$ cat src/rtl/mul_handshake_seq.sv
// ---------------------------------------------------------------------------
// mul_handshake_seq
// Front-end sequencer for the multiplicador core. It accepts one operand pair
// over a valid/ready handshake, launches the core with a one-cycle start
// pulse, and waits for Fin. It then registers the 2*SIZE-bit product and
// offers it downstream over a second valid/ready handshake. A watchdog
// reports an error result if Fin never arrives within TIMEOUT WAIT cycles.
// One transaction is in flight at a time. in_ready and busy are registered
// copies of the state decode and are updated together with the state.
// ---------------------------------------------------------------------------
module mul_handshake_seq #(
    parameter int SIZE    = 4,
    parameter int TIMEOUT = 2 * SIZE + 4
) (
    input  logic                clk,
    input  logic                reset,
    input  logic                in_valid,
    output logic                in_ready,
    input  logic [SIZE-1:0]     in_a,
    input  logic [SIZE-1:0]     in_b,
    output logic [SIZE-1:0]     mul_a,
    output logic [SIZE-1:0]     mul_b,
    output logic                mul_start,
    input  logic                mul_fin,
    input  logic [2*SIZE-1:0]   mul_result,
    output logic                out_valid,
    input  logic                out_ready,
    output logic [2*SIZE-1:0]   out_result,
    output logic                out_err,
    output logic                busy
);

    localparam int CNT_W = $clog2(TIMEOUT + 1);
    localparam logic [CNT_W-1:0] CNT_ZERO = CNT_W'(0);
    localparam logic [CNT_W-1:0] CNT_ONE  = CNT_W'(1);
    localparam logic [CNT_W-1:0] CNT_LAST = CNT_W'(TIMEOUT - 1);

    typedef enum logic [1:0] {
        ST_IDLE  = 2'd0,
        ST_START = 2'd1,
        ST_WAIT  = 2'd2,
        ST_HOLD  = 2'd3
    } state_t;

    state_t              state_r;
    logic [CNT_W-1:0]    count_r;
    logic [SIZE-1:0]     mul_a_r;
    logic [SIZE-1:0]     mul_b_r;
    logic                mul_start_r;
    logic                out_valid_r;
    logic [2*SIZE-1:0]   out_result_r;
    logic                out_err_r;
    logic                in_ready_r;
    logic                busy_r;

    // A Fin seen while the count is still zero belongs to the previous
    // operation (the core has not yet reacted to the new start), so it is
    // ignored.
    function automatic logic fin_accepted(input logic fin, input logic [CNT_W-1:0] cnt);
        return fin && (cnt != CNT_ZERO);
    endfunction

    // The watchdog fires on the last permitted WAIT cycle.
    function automatic logic watchdog_expired(input logic [CNT_W-1:0] cnt);
        return cnt == CNT_LAST;
    endfunction

    // Sequencer FSM with all outputs registered alongside the state.
    always_ff @(posedge clk or negedge reset) begin
        if (!reset) begin
            state_r      <= ST_IDLE;
            count_r      <= CNT_ZERO;
            mul_a_r      <= {SIZE{1'b0}};
            mul_b_r      <= {SIZE{1'b0}};
            mul_start_r  <= 1'b0;
            out_valid_r  <= 1'b0;
            out_result_r <= {(2*SIZE){1'b0}};
            out_err_r    <= 1'b0;
            in_ready_r   <= 1'b1;
            busy_r       <= 1'b0;
        end else begin
            case (state_r)
                ST_IDLE: begin
                    if (in_valid) begin
                        mul_a_r     <= in_a;
                        mul_b_r     <= in_b;
                        mul_start_r <= 1'b1;
                        in_ready_r  <= 1'b0;
                        busy_r      <= 1'b1;
                        state_r     <= ST_START;
                    end else begin
                        mul_start_r <= 1'b0;
                        in_ready_r  <= 1'b1;
                        busy_r      <= 1'b0;
                    end
                end
                ST_START: begin
                    mul_start_r <= 1'b0;
                    count_r     <= CNT_ZERO;
                    state_r     <= ST_WAIT;
                end
                ST_WAIT: begin
                    count_r <= count_r + CNT_ONE;
                    if (fin_accepted(mul_fin, count_r)) begin
                        // Fin takes priority over a coincident timeout.
                        out_result_r <= mul_result;
                        out_err_r    <= 1'b0;
                        out_valid_r  <= 1'b1;
                        state_r      <= ST_HOLD;
                    end else if (watchdog_expired(count_r)) begin
                        out_result_r <= {(2*SIZE){1'b0}};
                        out_err_r    <= 1'b1;
                        out_valid_r  <= 1'b1;
                        state_r      <= ST_HOLD;
                    end else begin
                        state_r <= ST_WAIT;
                    end
                end
                ST_HOLD: begin
                    if (out_ready) begin
                        // out_result deliberately keeps the delivered value.
                        out_valid_r <= 1'b0;
                        out_err_r   <= 1'b0;
                        in_ready_r  <= 1'b1;
                        busy_r      <= 1'b0;
                        state_r     <= ST_IDLE;
                    end else begin
                        out_valid_r <= 1'b1;
                    end
                end
                default: begin
                    state_r     <= ST_IDLE;
                    count_r     <= CNT_ZERO;
                    mul_start_r <= 1'b0;
                    out_valid_r <= 1'b0;
                    out_err_r   <= 1'b0;
                    in_ready_r  <= 1'b1;
                    busy_r      <= 1'b0;
                end
            endcase
        end
    end

    assign mul_a      = mul_a_r;
    assign mul_b      = mul_b_r;
    assign mul_start  = mul_start_r;
    assign out_valid  = out_valid_r;
    assign out_result = out_result_r;
    assign out_err    = out_err_r;
    assign in_ready   = in_ready_r;
    assign busy       = busy_r;

endmodule

$ cat config.mk
export PLATFORM = sky130hd
export DESIGN_NAME = mul_handshake_seq
export DESIGN_NICKNAME = d
export VERILOG_FILES = /design/src/rtl/mul_handshake_seq.sv
export SDC_FILE = /design/constraint.sdc
export NUM_CORES = 1
export LEC_CHECK = 0
export BUFFER_PORTS_ARGS = -buffer_cell sky130_fd_sc_hd__clkbuf_2
export CAP_MARGIN = 10
export CORE_ASPECT_RATIO = 1.1
export CORE_MARGIN = 4
export CORE_UTILIZATION = 44
export CTS_BUF_LIST = sky130_fd_sc_hd__clkbuf_16
export DETAILED_ROUTE_END_ITERATION = 16
export MAX_ROUTING_LAYER = met4
export PLACE_DENSITY = 0.82
export RECOVER_POWER = 25
export SYNTH_ARGS = -nofsm -noshare
export SYNTH_HDL_FRONTEND = slang
export SYNTH_SLANG_ARGS = --single-unit
export TNS_END_PERCENT = 1
$ cat constraint.sdc
create_clock -name clk -period 1.25 [get_ports clk]
set_input_delay 0.25 -clock clk [delete_from_list [all_inputs] [get_ports clk]]
set_output_delay 0.25 -clock clk [all_outputs]
set_load 0.05 [all_outputs]
After elaboration in Yosys (flattened, before gate mapping)
Cells that the tools add are included.
{"block": "op_classes", "add_sub_neg": 1, "n_mul": 0, "div_mod_pow": 0, "magnitude_cmp": 0, "n_eq_ne": 7, "shifts": 0, "muxes": 21, "bitwise_logic": 0, "reduce_logical": 14}
{"operator": "two-way mux 8 bit", "count": 2}
{"operator": "two-way mux 1 bit", "count": 10}
{"operator": "one-hot mux 1 bit (2 select lines)", "count": 5}
{"operator": "AND reduction 2 bit", "count": 5}
{"operator": "nonzero test 2 bit", "count": 5}
{"operator": "one-hot mux 2 bit (4 select lines)", "count": 1}
{"operator": "one-hot mux 4 bit (2 select lines)", "count": 1}
{"operator": "adder 4 x 1 -> 4 bit (second input constant)", "count": 1}
{"operator": "equality test 2 bit (second input constant)", "count": 2}
{"operator": "equality test 4 bit (second input constant)", "count": 1}
{"operator": "two-way mux 2 bit", "count": 2}
{"operator": "!= test 2 bit (second input constant)", "count": 2}
{"operator": "nonzero test 4 bit", "count": 1}
{"operator": "!= test 3 bit (second input constant)", "count": 1}
{"operator": "AND reduction 3 bit", "count": 1}
{"operator": "equality test 2 x 1 -> 1 bit (second input constant)", "count": 1}
{"operator": "zero test 2 bit", "count": 1}
{"operator": "logical AND 1 bit", "count": 1}
{"block": "word_totals", "register_bits": 27, "latchBits": 0, "ram_bits": 0, "rom_bits": 0, "input_bits": 21, "output_inout_bits": 21, "wordCells": 53, "mem_count": 0}

Longest topological paths before layout
Gate-level depths: netlist (run 1).
{"block": "depth", "depth_word": 4, "mapped_depth": 7, "mapped_depth_nobuf": 6}

Worst setup path after synthesis (run 1)
Ideal clock, no wire load.
{"block": "synth_path", "path_type": "flip-flop to flip-flop", "startpoint": "reg count_r[0]", "endpoint": "reg out_valid_r (netlist: out_valid)", "setup_time_ns": 0.119, "t_arrival_ns": 1.257, "slack_ns": -0.126, "path_stages_with_launch": 7, "synth_period_minus_slack_ns": 1.376, "path_cell_list": "dfrtp_1 > inv_1 > ha_1 > nand2b_4 > a21o_4 > a21o_1 > o21a_1"}
{"block": "synth_via", "elab_chain_len": 4, "word_cells_on_any_way": 7, "classes_between": "2 x eq/ne; 2 x mux; 3 x reduce/logical"}
{"item": "start: declaration", "line": "46", "text": "logic [CNT_W-1:0] count_r;"}
{"item": "start signal: assignment", "line": "103", "text": "count_r <= count_r + CNT_ONE;"}
{"item": "nonzero test 4 bit", "line": "60", "text": "return fin && (cnt != CNT_ZERO);"}
{"item": "logical AND 1 bit", "line": "60"}
{"item": "two-way mux 1 bit or != test 3 bit (tied branches)"}
{"item": "one-hot mux 1 bit (2 select lines) or AND reduction 2 bit (tied branches)"}
{"item": "end signal: assignment", "line": "76", "text": "out_valid_r <= 1'b0;"}
{"item": "end signal: assignment", "line": "108", "text": "out_valid_r <= 1'b1;"}
{"item": "end signal: assignment", "line": "113", "text": "out_valid_r <= 1'b1;"}
{"item": "end: declaration", "line": "50", "text": "logic out_valid_r;"}
Parallel ways exist; a longest one is shown, timed or not.
A chain may end at the register's enable or synchronous reset.

Worst setup path in the final report (run 1)
{"block": "layout_path", "startpoint": "reg state_r[1]", "endpoint": "reg out_valid_r (netlist: out_valid)"}
{"block": "layout_via", "elab_chain_len": 3, "word_cells_on_any_way": 6, "classes_between": "3 x eq/ne; 1 x mux; 2 x reduce/logical"}
{"item": "start: declaration", "line": "45", "text": "state_t state_r;"}
{"item": "start signal: assignment", "line": "71", "text": "state_r <= ST_IDLE;"}
{"item": "start signal: assignment", "line": "90", "text": "state_r <= ST_START;"}
{"item": "start signal: assignment", "line": "100", "text": "state_r <= ST_WAIT;"}
{"item": "equality test 2 bit", "line": "82", "text": "case (state_r)"}
{"item": "!= test 3 bit (no line) or nonzero test 2 bit (tied branches)"}
{"item": "AND reduction 2 bit (no line)"}
Parallel ways exist; a longest one is shown, timed or not.

==> impl_results.md, run 1 <==
* Status: finished with violations
* Failing checks: setup timing
* Fin. max-slew vios at 0
* Sequential power share at 0.267
* Unique masters post-synth at 29
* Critical path class: register to register
* Worst Setup End Kind: register
* Critical Path RT at 1.41 ns
* Relative slew slack at 0.562
* GR Overflow Total at 0
* Row count at 19
* Leak at between 0.9 and 1 nW
* Logic pwr share at 0.607
* Die Ht at roughly 64 µm
* CTS root buf: clkbuf_16
* Port bufs at 41
* NetSw at between 0.002 and 0.003 W
* Final Skew at ~0.0047 ns
* Hold Vio Cnt, Final at 0
* Vias in the first global route at between 1k and 1.5k
* Die area at about 0.0037 mm²
* Drt wl/cell at 17.1 µm
* Mapped Area at ~0.0012 mm²
* Worst Slack Setup Final at -0.139 ns
* DR vias/cell at about 5.5
* CTS tree: built
* Antenna violations before repair at 0
* Initial core utilization at 0.478
* Final worst-path cycle share at 1.11
* Longest Clk Path Bufs at 2
* Number of synthesized register bits at 27
* Nature of the critical path startpoint: register
* Worst-Skew Late Latency at ~0.27 ns
* Antenna-violating nets left at 0
* Core Area at between 0.002 and 0.003 mm²
* Final HPWL DP at 2150 µm
* TritonCTS Sinks at 27
* Largest net degree at the start of global routing at 28
* Number of CTS-inserted buffers at 3
* RSZ-0062 raised after global routing: true
* # IOs at 42
* Int Pwr at about 0.0031 W
* VDD IR max at around 2.6 mV
* Synth warn at 0
* Critical Path Fanout Max at 5
* Via count at between 1k and 1.5k
* Area growth syn-to-layout at 46.3%
* # DRC at 0
* Synth Area per Inst at between 10 and 15 µm²
* Die X-Extent at approximately 60 µm
* Post-Synthesis Cells at between 100 and 150
* Cell Pwr Density at around 3300 mW/mm²
* Clock transition at the registers of the reported paths at 0.07 ns
* Sequential share of the synthesized area at 0.547
* Tot Pwr at 0.00590 W
* First DRT Iteration DRCs at 14
* Crit path time final at about 1.4 ns
* Antenna diodes at 0
* Final net count at 190
* Switching share of total power at 0.477
* Worst min-delay path class: input port to register
* First-pass GRT wire length at between 5000 and 6000 µm
* GRT Overall Usage at 0.193
* Total of max-cap violations at 0
* WP data arrival at around 1.5 ns
* Synth Net Count at about 130
* Setup-failing EPs final at 17
* Pre-Repair DR Iteration Count at 4
* Gpl congestion at just under 0.9
* Layout cells sized above 1 at 0.574
* Clk network pwr share at 0.126
* Total wire length at approximately 3300 µm
* Max Fclk at 0.720 GHz
* Worst-margin pin slew at around 0.66 ns
* Worst hold slack at around 0.20 ns
* H-tree lvl count at 1
[stage by stage]
stage	utilization	TNS [ns]	std cells	instance area [µm²]	setup WS, ns
after global placement	0.609	-1.27	187	1580	-0.113
after CTS	0.666	-1.52	193	1730	-0.122
after detailed placement	0.609	-2.47	187	1580	-0.168
after floorplan	-	-0.675	102	1240	-0.0699
after global routing	0.699	-2.24	193	1810	-0.192
final	0.699	-1.06	193	1810	-0.139
[placed cells by master, fill, tap and decap left out, types with 2 or more instances in the layout]
master / synthesis / final
nor2_1: 3 / 3
buf_4: 0 / 13
nand2_1: 7 / 6
nand3_1: 2 / 2
dfrtp_1: 26 / 25
nand2b_2: 2 / 2
clkbuf_2: 0 / 41
mux2_4: 0 / 8
mux2i_1: 2 / 2
o21ai_1: 6 / 5
clkbuf_16: 0 / 3
a21o_1: 2 / 2
ha_4: 0 / 4
a21oi_1: 6 / 5
a22o_1: 8 / 8
o21ai_0: 2 / 2
ha_1: 6 / 2
inv_2: 0 / 5
nor3_2: 0 / 2
[critical path, stage by stage (launching register included)]
cell and delay [ns]:
dfrtp_2 0.46, ha_4 0.20, and2b_2 0.24, nor3_2 0.20, a41oi_2 0.06, o21a_1 0.12
[state kept, by name, summed over array words and instances, names as in the netlist]
signal,count
busy,1
count_r,4
out_err,1
mul_b,4
in_ready,1
mul_start,1
state_r,2
out_result,8
mul_a,4
out_valid,1
[path summary, 6_finish.rpt]
kind	from	endpoint	slack, ns	cells after the start
setup / recovery	state_r[1]	out_valid	-0.14	5
hold / removal	mul_result[1]	out_result[1]	0.20	2
setup reg to reg	state_r[1]	out_valid	-0.14	5
hold reg to reg	busy	busy	0.51	2
max in group asynchronous	reset	state_r[1]	0.10	3
min in group asynchronous	reset	mul_start	0.69	3
[final cells by class]
type	count	area, µm²
multi-input cells	68	649
inverters	6	22.5
repair buffers	57	339
flip-flops and latches	27	678
clock buffers	3	75.1
clock inverters	1	7.51
well taps	31	38.8
fillers	176	781
[synth_stat cells, drive strengths merged]
| cell type | count | area [µm²] |
|---|---|---|
| a21o | 3 | 30.0 |
| a21oi | 6 | 30.0 |
| a22o | 8 | 70.1 |
| a31oi | 1 | 6.26 |
| a41oi | 1 | 8.76 |
| and2b | 1 | 7.51 |
| buf | 1 | 11.3 |
| dfrtp | 26 | 651 |
| dfstp | 1 | 26.3 |
| ha | 6 | 75.1 |
| inv | 6 | 22.5 |
| mux2 | 8 | 90.1 |
| mux2i | 2 | 20.0 |
| nand2 | 8 | 32.5 |
| nand2b | 4 | 37.5 |
| nand3 | 3 | 27.5 |
| nor2 | 3 | 11.3 |
| nor2b | 1 | 6.26 |
| nor3 | 2 | 10.0 |
| o211a | 1 | 10.0 |
| o21a | 1 | 7.51 |
| o21ai | 8 | 40.0 |
| or3 | 1 | 6.26 |
[layer usage]
layer	routed length, µm	track usage	part of all wire
met4	99	0.101	0.030
met5	0	-	0
met2	1680	0.314	0.51
met3	124	0.0224	0.038
met1	1390	0.230	0.42
[logic make-up (layout without fill, tap and decap cells)]
kind of cell	Yosys count	in the layout	synth area share
and+or+nand+nor	23	23	0.112
AOI/OAI and AO/OA	29	29	0.164
muxes	10	10	0.0890
buffers and inverters	7	67	0.0273
adders and majority gates	6	6	0.0607
DFF	27	27	0.547
[power groups by stage]
stage	sequential [W]	clock (W)	combinational [W]
floorplan	0.00264	0	0.00104
global placement	0.00151	0	0.00292
detailed placement	0.00152	0	0.00300
CTS	0.00154	0.000746	0.00321
global route	0.00163	0.000800	0.00379
finish	0.00158	0.000742	0.00359
[repair_timing]
action	4_1_cts	5_1_grt
endpoints found under the setup margin	26	28
hold endpoints to repair	26	0
setup buffers	1	0
hold buffers	1	0
gates resized for setup	12	22
pin swaps	8	2
No activity file was read; power rests on OpenSTA's default activity.
==> inputs of run 2 (changes only) <==
- PLACE_DENSITY: 0.82 -> 0.74
==> run 2 against run 1 <==
Effect of this change:
- the flow still finishes with violations (setup timing)
- setup slack improved by 0.025 ns
- die area did not move
- wire length fell by 13%
- clock power fell by 3.8%
- cell count rose by 1.0%
- final area fell by 2.3%
- critical path depth rose by 1
- sequential cell count did not move
- sequential share of layout area rose by 0.80 points
- maximum frequency rose by 1.8%
- non-clock buffer count rose by 1
- clock-buffer cell count did not move
- critical endpoint unchanged
- highest routed layer unchanged
==> impl_results.md, run 2 (synthesis results as in run 1) <==
* WP data arrival at 1.52 ns (was 1.54 ns)
* Finished Layout Cells at 195 (was 193)
* Worst min-delay path class: input port to register (unchanged)
* Die Ht at 63.6 µm (unchanged)
* First DRT Iteration DRCs at 25 (was 14)
* Die X-Extent at 58.6 µm (unchanged)
* Failing checks: setup timing (unchanged)
* Via count at 1034 (was 1062)
* Pre-Repair DR Iteration Count at 3 (was 4)
* Drt wl/cell at 14.6 µm (was 17.1 µm)
* Worst Hold End: mul_b[2] (was out_result[1])
* Final Skew at 0.00239 ns (was 0.00470 ns)
* Worst hold start: in_b[2] (was mul_result[1])
* Min-Delay Path Depth at 2 (unchanged)
* Critical path depth in cells at 6 (was 5)
* Max Fclk at 0.733 GHz (was 0.720 GHz)
* RSZ-0062 raised after global routing: true (unchanged)
* Number of CTS-inserted buffers at 3 (unchanged)
* Largest net degree at the start of global routing at 28 (unchanged)
* Worst reg2reg setup slack at -0.11 ns (was -0.14 ns)
* Status: finished with violations (unchanged)
* DP Worst Slack at -0.182 ns (was -0.168 ns)
* Core Area at 0.00259 mm² (unchanged)
* Clock transition at the registers of the reported paths at 0.06 ns (was 0.07 ns)
* Most frequent cells in the layout: 40 x clkbuf_2, 26 x dfrtp_1, 15 x buf_4, 8 x mux2_1, 8 x a22o_1 (was 41 x clkbuf_2, 25 x dfrtp_1, 13 x buf_4, 8 x mux2_4, 8 x a22o_1)
* Critical Path Fanout Max at 4 (was 5)
* CP Cell Sequence: inv_2, ha_4, nand2b_4, a21o_4, a21o_1, o21a_1 (was ha_4, and2b_2, nor3_2, a41oi_2, o21a_1)
* Initial core utilization at 0.478 (unchanged)
* DP Cell Count at 187 (unchanged)
* Row count at 19 (unchanged)
* CP max-delay cell: dfrtp_1 (was dfrtp_2)
* Final core utilization at 0.683 (was 0.699)
* Crit Reg-Reg Startpoint: count_r[0] (was state_r[1])
* # fillers at 184 (was 176)
* # IOs at 42 (unchanged)
* R2R cell count at 6 (was 5)
* Total of max-cap violations at 0 (unchanged)
* Nature of the critical path startpoint: register (unchanged)
* Cell Pwr Density at 3130 mW/mm² (was 3260 mW/mm²)
* CTS tree: built (unchanged)
* Worst Setup End Kind: register (unchanged)
* Most common cell after layout, fill and taps aside: clkbuf_2 (unchanged)
* Critical path class: register to register (unchanged)
* Layout cells sized above 1 at 0.494 (was 0.574)
* Port bufs at 41 (unchanged)
* Critical Path RT at 1.40 ns (was 1.41 ns)
* First-pass GRT wire length at 4710 µm (was 5280 µm)
* Final net count at 192 (was 190)
* Antenna violations before repair at 0 (unchanged)
* Worst-Skew Late Latency at 0.26 ns (was 0.27 ns)
* Worst hold slack at 0.202 ns (was 0.196 ns)
* Vias in the first global route at 1089 (was 1122)
* DR vias/cell at 5.30 (was 5.50)
* GR Overflow Total at 0 (unchanged)
* H-tree lvl count at 1 (unchanged)
* Crit path time final at 1.36 ns (was 1.39 ns)
* Slowest stage delay, CP at 0.41 ns (was 0.46 ns)
* Fin. max-slew vios at 0 (unchanged)
* TritonCTS Sinks at 27 (unchanged)
* Antenna-violating nets left at 0 (unchanged)
* CTS root buf: clkbuf_16 (unchanged)
* Relative slew slack at 0.609 (was 0.562)
* Die area at 0.00373 mm² (unchanged)
* Final setup TNS at -1.38 ns (was -1.06 ns)
* Reg2reg end: out_valid (unchanged)
* Total wire length at 2850 µm (was 3290 µm)
* Worst-margin pin slew at 0.587 ns (was 0.657 ns)
* WP buf/inv at 1 (was 0)
* CP startpoint: count_r[0] (was state_r[1])
* Longest Clk Path Bufs at 2 (unchanged)
* Top delay family on crit path: compound AO/OA/AOI/OAI gates (was flip-flops)
* Final worst-path cycle share at 1.09 (was 1.11)
* VDD IR max at 2.09 mV (was 2.59 mV)
* Hold Vio Cnt, Final at 0 (unchanged)
* Final HPWL DP at 2090 µm (was 2150 µm)
* Area growth syn-to-layout at 43.0% (was 46.3%)
* Gpl congestion at 0.841 (was 0.877)
* Leak at 0.878 nW (was 0.902 nW)
* Setup-failing EPs final at 21 (was 17)
* # DRC at 0 (unchanged)
* Antenna diodes at 0 (unchanged)
* Largest register FFs at 8 (unchanged)
* GRT Overall Usage at 0.167 (was 0.193)
* Worst Slack Setup Final at -0.114 ns (was -0.139 ns)
run 2: stage by stage:
stage	cell area (µm²)	total power (W)
6_report	1770	0.00553
5_1_grt	1770	0.00585
4_1_cts	1740	0.00543
3_5_place_dp	1580	0.00453
3_3_place_gp	1580	0.00443
2_1_floorplan	1240	0.00368
run 2: layout make-up:
type                       count  area, µm²  share of cell area
sequential                    27        677               0.383
multi-input combinational     69        608               0.344
timing repair buffer          58        343               0.194
clock buffer                   3       75.1              0.0424
tap                           31       38.8              0.0219
inverter                       6       22.5              0.0127
clock inverter                 1       5.00             0.00283
run 2: repair_timing:
action | in CTS | in global routing
gates resized for setup | 15 | 4
endpoints found under the setup margin | 25 | 27
setup buffers | 1 | 1
pin swaps | 0 | 1
cloned | 0 | 1
hold buffers | 1 | 0
hold endpoints to repair | 26 | 0
run 2: power breakdown:
part / switching, W / total [W] / internal, W
sequential: 0.000241 / 0.00152 / 0.00128
clock: 0.000283 / 0.000714 / 0.000431
combinational: 0.00212 / 0.00329 / 0.00117
total: 0.00265 / 0.00553 / 0.00288
run 2: routing by layer:
layer | share of wire | up-vias | wire [µm] | global-route usage
li1 | - | 491 | - | -
met1 | 0.41 | 501 | 1160 | 0.195
met2 | 0.52 | 33 | 1490 | 0.277
met3 | 0.048 | 9 | 136 | 0.0286
met4 | 0.023 | 0 | 65 | 0.0725
met5 | 0 | - | 0 | -
run 2: worst max path at each step:
stage                               end  slack (ns)
after global placement        out_valid       -0.12
after detailed placement  out_result[3]       -0.18
after floorplan               out_valid       -0.07
after global routing           mul_b[0]       -0.16
final                         out_valid       -0.11
after CTS                     out_valid       -0.11
run 2: worst register-to-register path, cell delays in order, from the launching register on:
cell	delay, ns
dfrtp_1	0.41
inv_2	0.09
ha_4	0.14
nand2b_4	0.07
a21o_4	0.23
a21o_1	0.17
o21a_1	0.16
==> inputs of run 3 (changes only) <==
- CELL_PAD_IN_SITES_DETAIL_PLACEMENT: unset -> 1
- CELL_PAD_IN_SITES_GLOBAL_PLACEMENT: unset -> 2
- CORE_UTILIZATION: 44 -> 28
- PLACE_DENSITY: 0.74 -> unset
- PLACE_DENSITY_LB_ADDON: unset -> 0.1
- SKIP_LAST_GASP: unset -> 1
==> run 3 against run 2 <==
Effect of this change:
- the run still ends with setup timing left
- sequential power is essentially flat
- sequential share of layout area fell by 1.8 points
- setup slack got worse by 0.014 ns
- non-clock buffer count is 4 higher
- power is 2.6% higher
- final area rose by 5.2%
- cell count grew 14%
- wire length is 6.0% higher
- register-to-register slack barely moved
- clock-buffer cell count unchanged
==> impl_results.md, run 3 (synthesis results as in run 1) <==
* Crit Reg-Reg Startpoint: count_r[0] (unchanged)
* # DRC at 0 (unchanged)
* Vias in the first global route at 1118 (was 1089)
* Critical Path RT at 1.41 ns (was 1.40 ns)
* # fillers at 488 (was 184)
* First DRT Iteration DRCs at 14 (was 25)
* Area growth syn-to-layout at 50.4% (was 43.0%)
* Critical Path Fanout Max at 4 (unchanged)
* Die area at 0.00555 mm² (was 0.00373 mm²)
* Total of max-cap violations at 0 (unchanged)
* Drt wl/cell at 13.6 µm (was 14.6 µm)
* Int Pwr at 0.00299 W (was 0.00288 W)
* Clk network pwr share at 0.131 (was 0.129)
* Die Ht at 77.7 µm (was 63.6 µm)
* # IOs at 42 (unchanged)
* Grt met3 use at 0.0259 (was 0.0286)
* Logic pwr share at 0.600 (was 0.595)
* Largest register FFs at 8 (unchanged)
* Min-Delay Path Depth at 2 (unchanged)
* Worst-margin pin slew at 0.376 ns (was 0.587 ns)
* Final net count at 196 (was 192)
* Cell Pwr Density at 3050 mW/mm² (was 3130 mW/mm²)
* Antenna-violating nets left at 0 (unchanged)
* Setup-failing EPs final at 21 (unchanged)
* First-pass GRT wire length at 5170 µm (was 4710 µm)
* Hold Vio Cnt, Final at 0 (unchanged)
* Number of CTS-inserted buffers at 3 (unchanged)
* Antenna diodes at 0 (unchanged)
* DR vias/cell at 4.66 (was 5.30)
* Final Skew at 0.00480 ns (was 0.00239 ns)
* Clock transition at the registers of the reported paths at 0.07 ns (was 0.06 ns)
* Worst min-delay path class: input port to register (unchanged)
* Die X-Extent at 71.4 µm (was 58.6 µm)
* Max Fclk at 0.726 GHz (was 0.733 GHz)
* Row count at 25 (was 19)
* Critical path class: register to register (unchanged)
* Pre-Repair DR Iteration Count at 3 (unchanged)
* Port bufs at 41 (unchanged)
* WP data arrival at 1.53 ns (was 1.52 ns)
* Relative slew slack at 0.749 (was 0.609)
* Worst hold slack at 0.201 ns (was 0.202 ns)
* CTS root buf: clkbuf_16 (unchanged)
* R2R cell count at 6 (unchanged)
* Total wire length at 3030 µm (was 2850 µm)
* Sequential power share at 0.270 (was 0.275)
* FF/Latch Area at 678 µm² (was 677 µm²)
* Failing checks: setup timing (unchanged)
* Final HPWL DP at 2400 µm (was 2090 µm)
* Initial core utilization at 0.289 (was 0.478)
* Longest Clk Path Bufs at 2 (unchanged)
* VDD IR max at 0.983 mV (was 2.09 mV)
* Core Area at 0.00429 mm² (was 0.00259 mm²)
* CTS tree: built (unchanged)
* GRT Overall Usage at 0.121 (was 0.167)
* Met1 Use GR at 0.142 (was 0.195)
* Largest net degree at the start of global routing at 17 (was 28)
* Worst Setup End Kind: register (unchanged)
* Gpl congestion at 0.765 (was 0.841)
* Crit path time final at 1.38 ns (was 1.36 ns)
* Final worst-path cycle share at 1.10 (was 1.09)
* Worst Slack Setup Final at -0.128 ns (was -0.114 ns)
* Via count at 1034 (unchanged)
* Layer with the highest usage: met2 (unchanged)
* Nature of the critical path startpoint: register (unchanged)
* M2 GR Usage at 0.202 (was 0.277)
* Worst hold start: in_a[1] (was in_b[2])
* Status: finished with violations (unchanged)
* Layout cells sized above 1 at 0.518 (was 0.494)
* Worst-Skew Late Latency at 0.26 ns (about the same)
* Leak at 0.904 nW (was 0.878 nW)
* Final core utilization at 0.434 (was 0.683)
* NetSw at 0.00268 W (was 0.00265 W)
* Area of the multi-input gates at 632 µm² (was 608 µm²)
* TritonCTS Sinks at 27 (unchanged)
* Antenna violations before repair at 0 (unchanged)
* RSZ-0062 raised after global routing: true (unchanged)
* Most common cell after layout, fill and taps aside: clkbuf_2 (unchanged)
* GR Overflow Total at 0 (unchanged)
* Switching share of total power at 0.473 (was 0.479)
* Most frequent cells in the layout: 41 x clkbuf_2, 25 x dfrtp_1, 19 x buf_4, 8 x mux2_1, 8 x a22o_1 (was 40 x clkbuf_2, 26 x dfrtp_1, 15 x buf_4, 8 x mux2_1, 8 x a22o_1)
* H-tree lvl count at 1 (unchanged)
* Fin. max-slew vios at 0 (unchanged)
* CP startpoint: count_r[0] (unchanged)
run 3: cell count changes in the layout (fill, tap and decap cells not counted), sizes merged:
cell      before  now
clkbuf        43   44
clkinv         1    0
clkinvlp       0    1
buf           17   20
run 3: layer usage:
metal,vias up,share of wire
met3,4,0.059
met2,31,0.52
li1,501,-
met5,-,0
met4,0,0.017
met1,498,0.41
run 3: final timing paths:
check                       endpoint  slack [ns]
setup reg to reg           out_valid       -0.13
min in group asynchronous  mul_start        0.43
setup / recovery           out_valid       -0.13
hold reg to reg             mul_b[1]        0.49
max in group asynchronous   in_ready        0.33
hold / removal              mul_a[1]        0.20
run 3: stage by stage:
stage	std cells	instance area [µm²]	setup WS, ns	setup TNS (ns)	power, W
3_5_place_dp	212	1630	-0.189	-3.22	0.00464
5_1_grt	222	1860	-0.174	-3.05	0.00609
6_report	222	1860	-0.128	-1.10	0.00567
3_3_place_gp	212	1630	-0.157	-2.39	0.00456
4_1_cts	219	1790	-0.123	-1.96	0.00558
2_1_floorplan	102	1240	-0.0699	-0.675	0.00368
run 3: timing repair:
action / 4_1_cts / 5_1_grt
cloned: 0 / 1
buffers inserted: 2 / 2
endpoints found under the hold margin: 12 / 0
pin swaps: 1 / 2
hold buffers: 1 / 0
setup endpoints to repair: 27 / 28
resized for setup: 11 / 9
run 3: worst max-delay path, stage by stage (launching register included):
cell and delay (ns):
dfrtp_1 0.41, inv_2 0.09, ha_4 0.13, nand2b_4 0.06
a21o_4 0.24, a21o_1 0.17, o21a_1 0.17
run 3: area by class of cell:
| class | instances | area share |
|---|---|---|
| clock inverters | 1 | 0.00403 |
| clock buffers | 3 | 0.0403 |
| flip-flops and latches | 27 | 0.364 |
| well taps | 54 | 0.0363 |
| multi-input cells | 69 | 0.340 |
| repair buffers | 62 | 0.203 |
| inverters | 6 | 0.0121 |
run 3: power by group through the flow:
| stage | Clock, W | Sequential, W | Combinational [W] |
|---|---|---|---|
| after global routing | 0.000831 | 0.00158 | 0.00368 |
| after global placement | 0 | 0.00151 | 0.00305 |
| after floorplan | 0 | 0.00264 | 0.00104 |
| after CTS | 0.000777 | 0.00152 | 0.00329 |
| after detailed placement | 0 | 0.00153 | 0.00311 |
| final | 0.000742 | 0.00153 | 0.00340 |
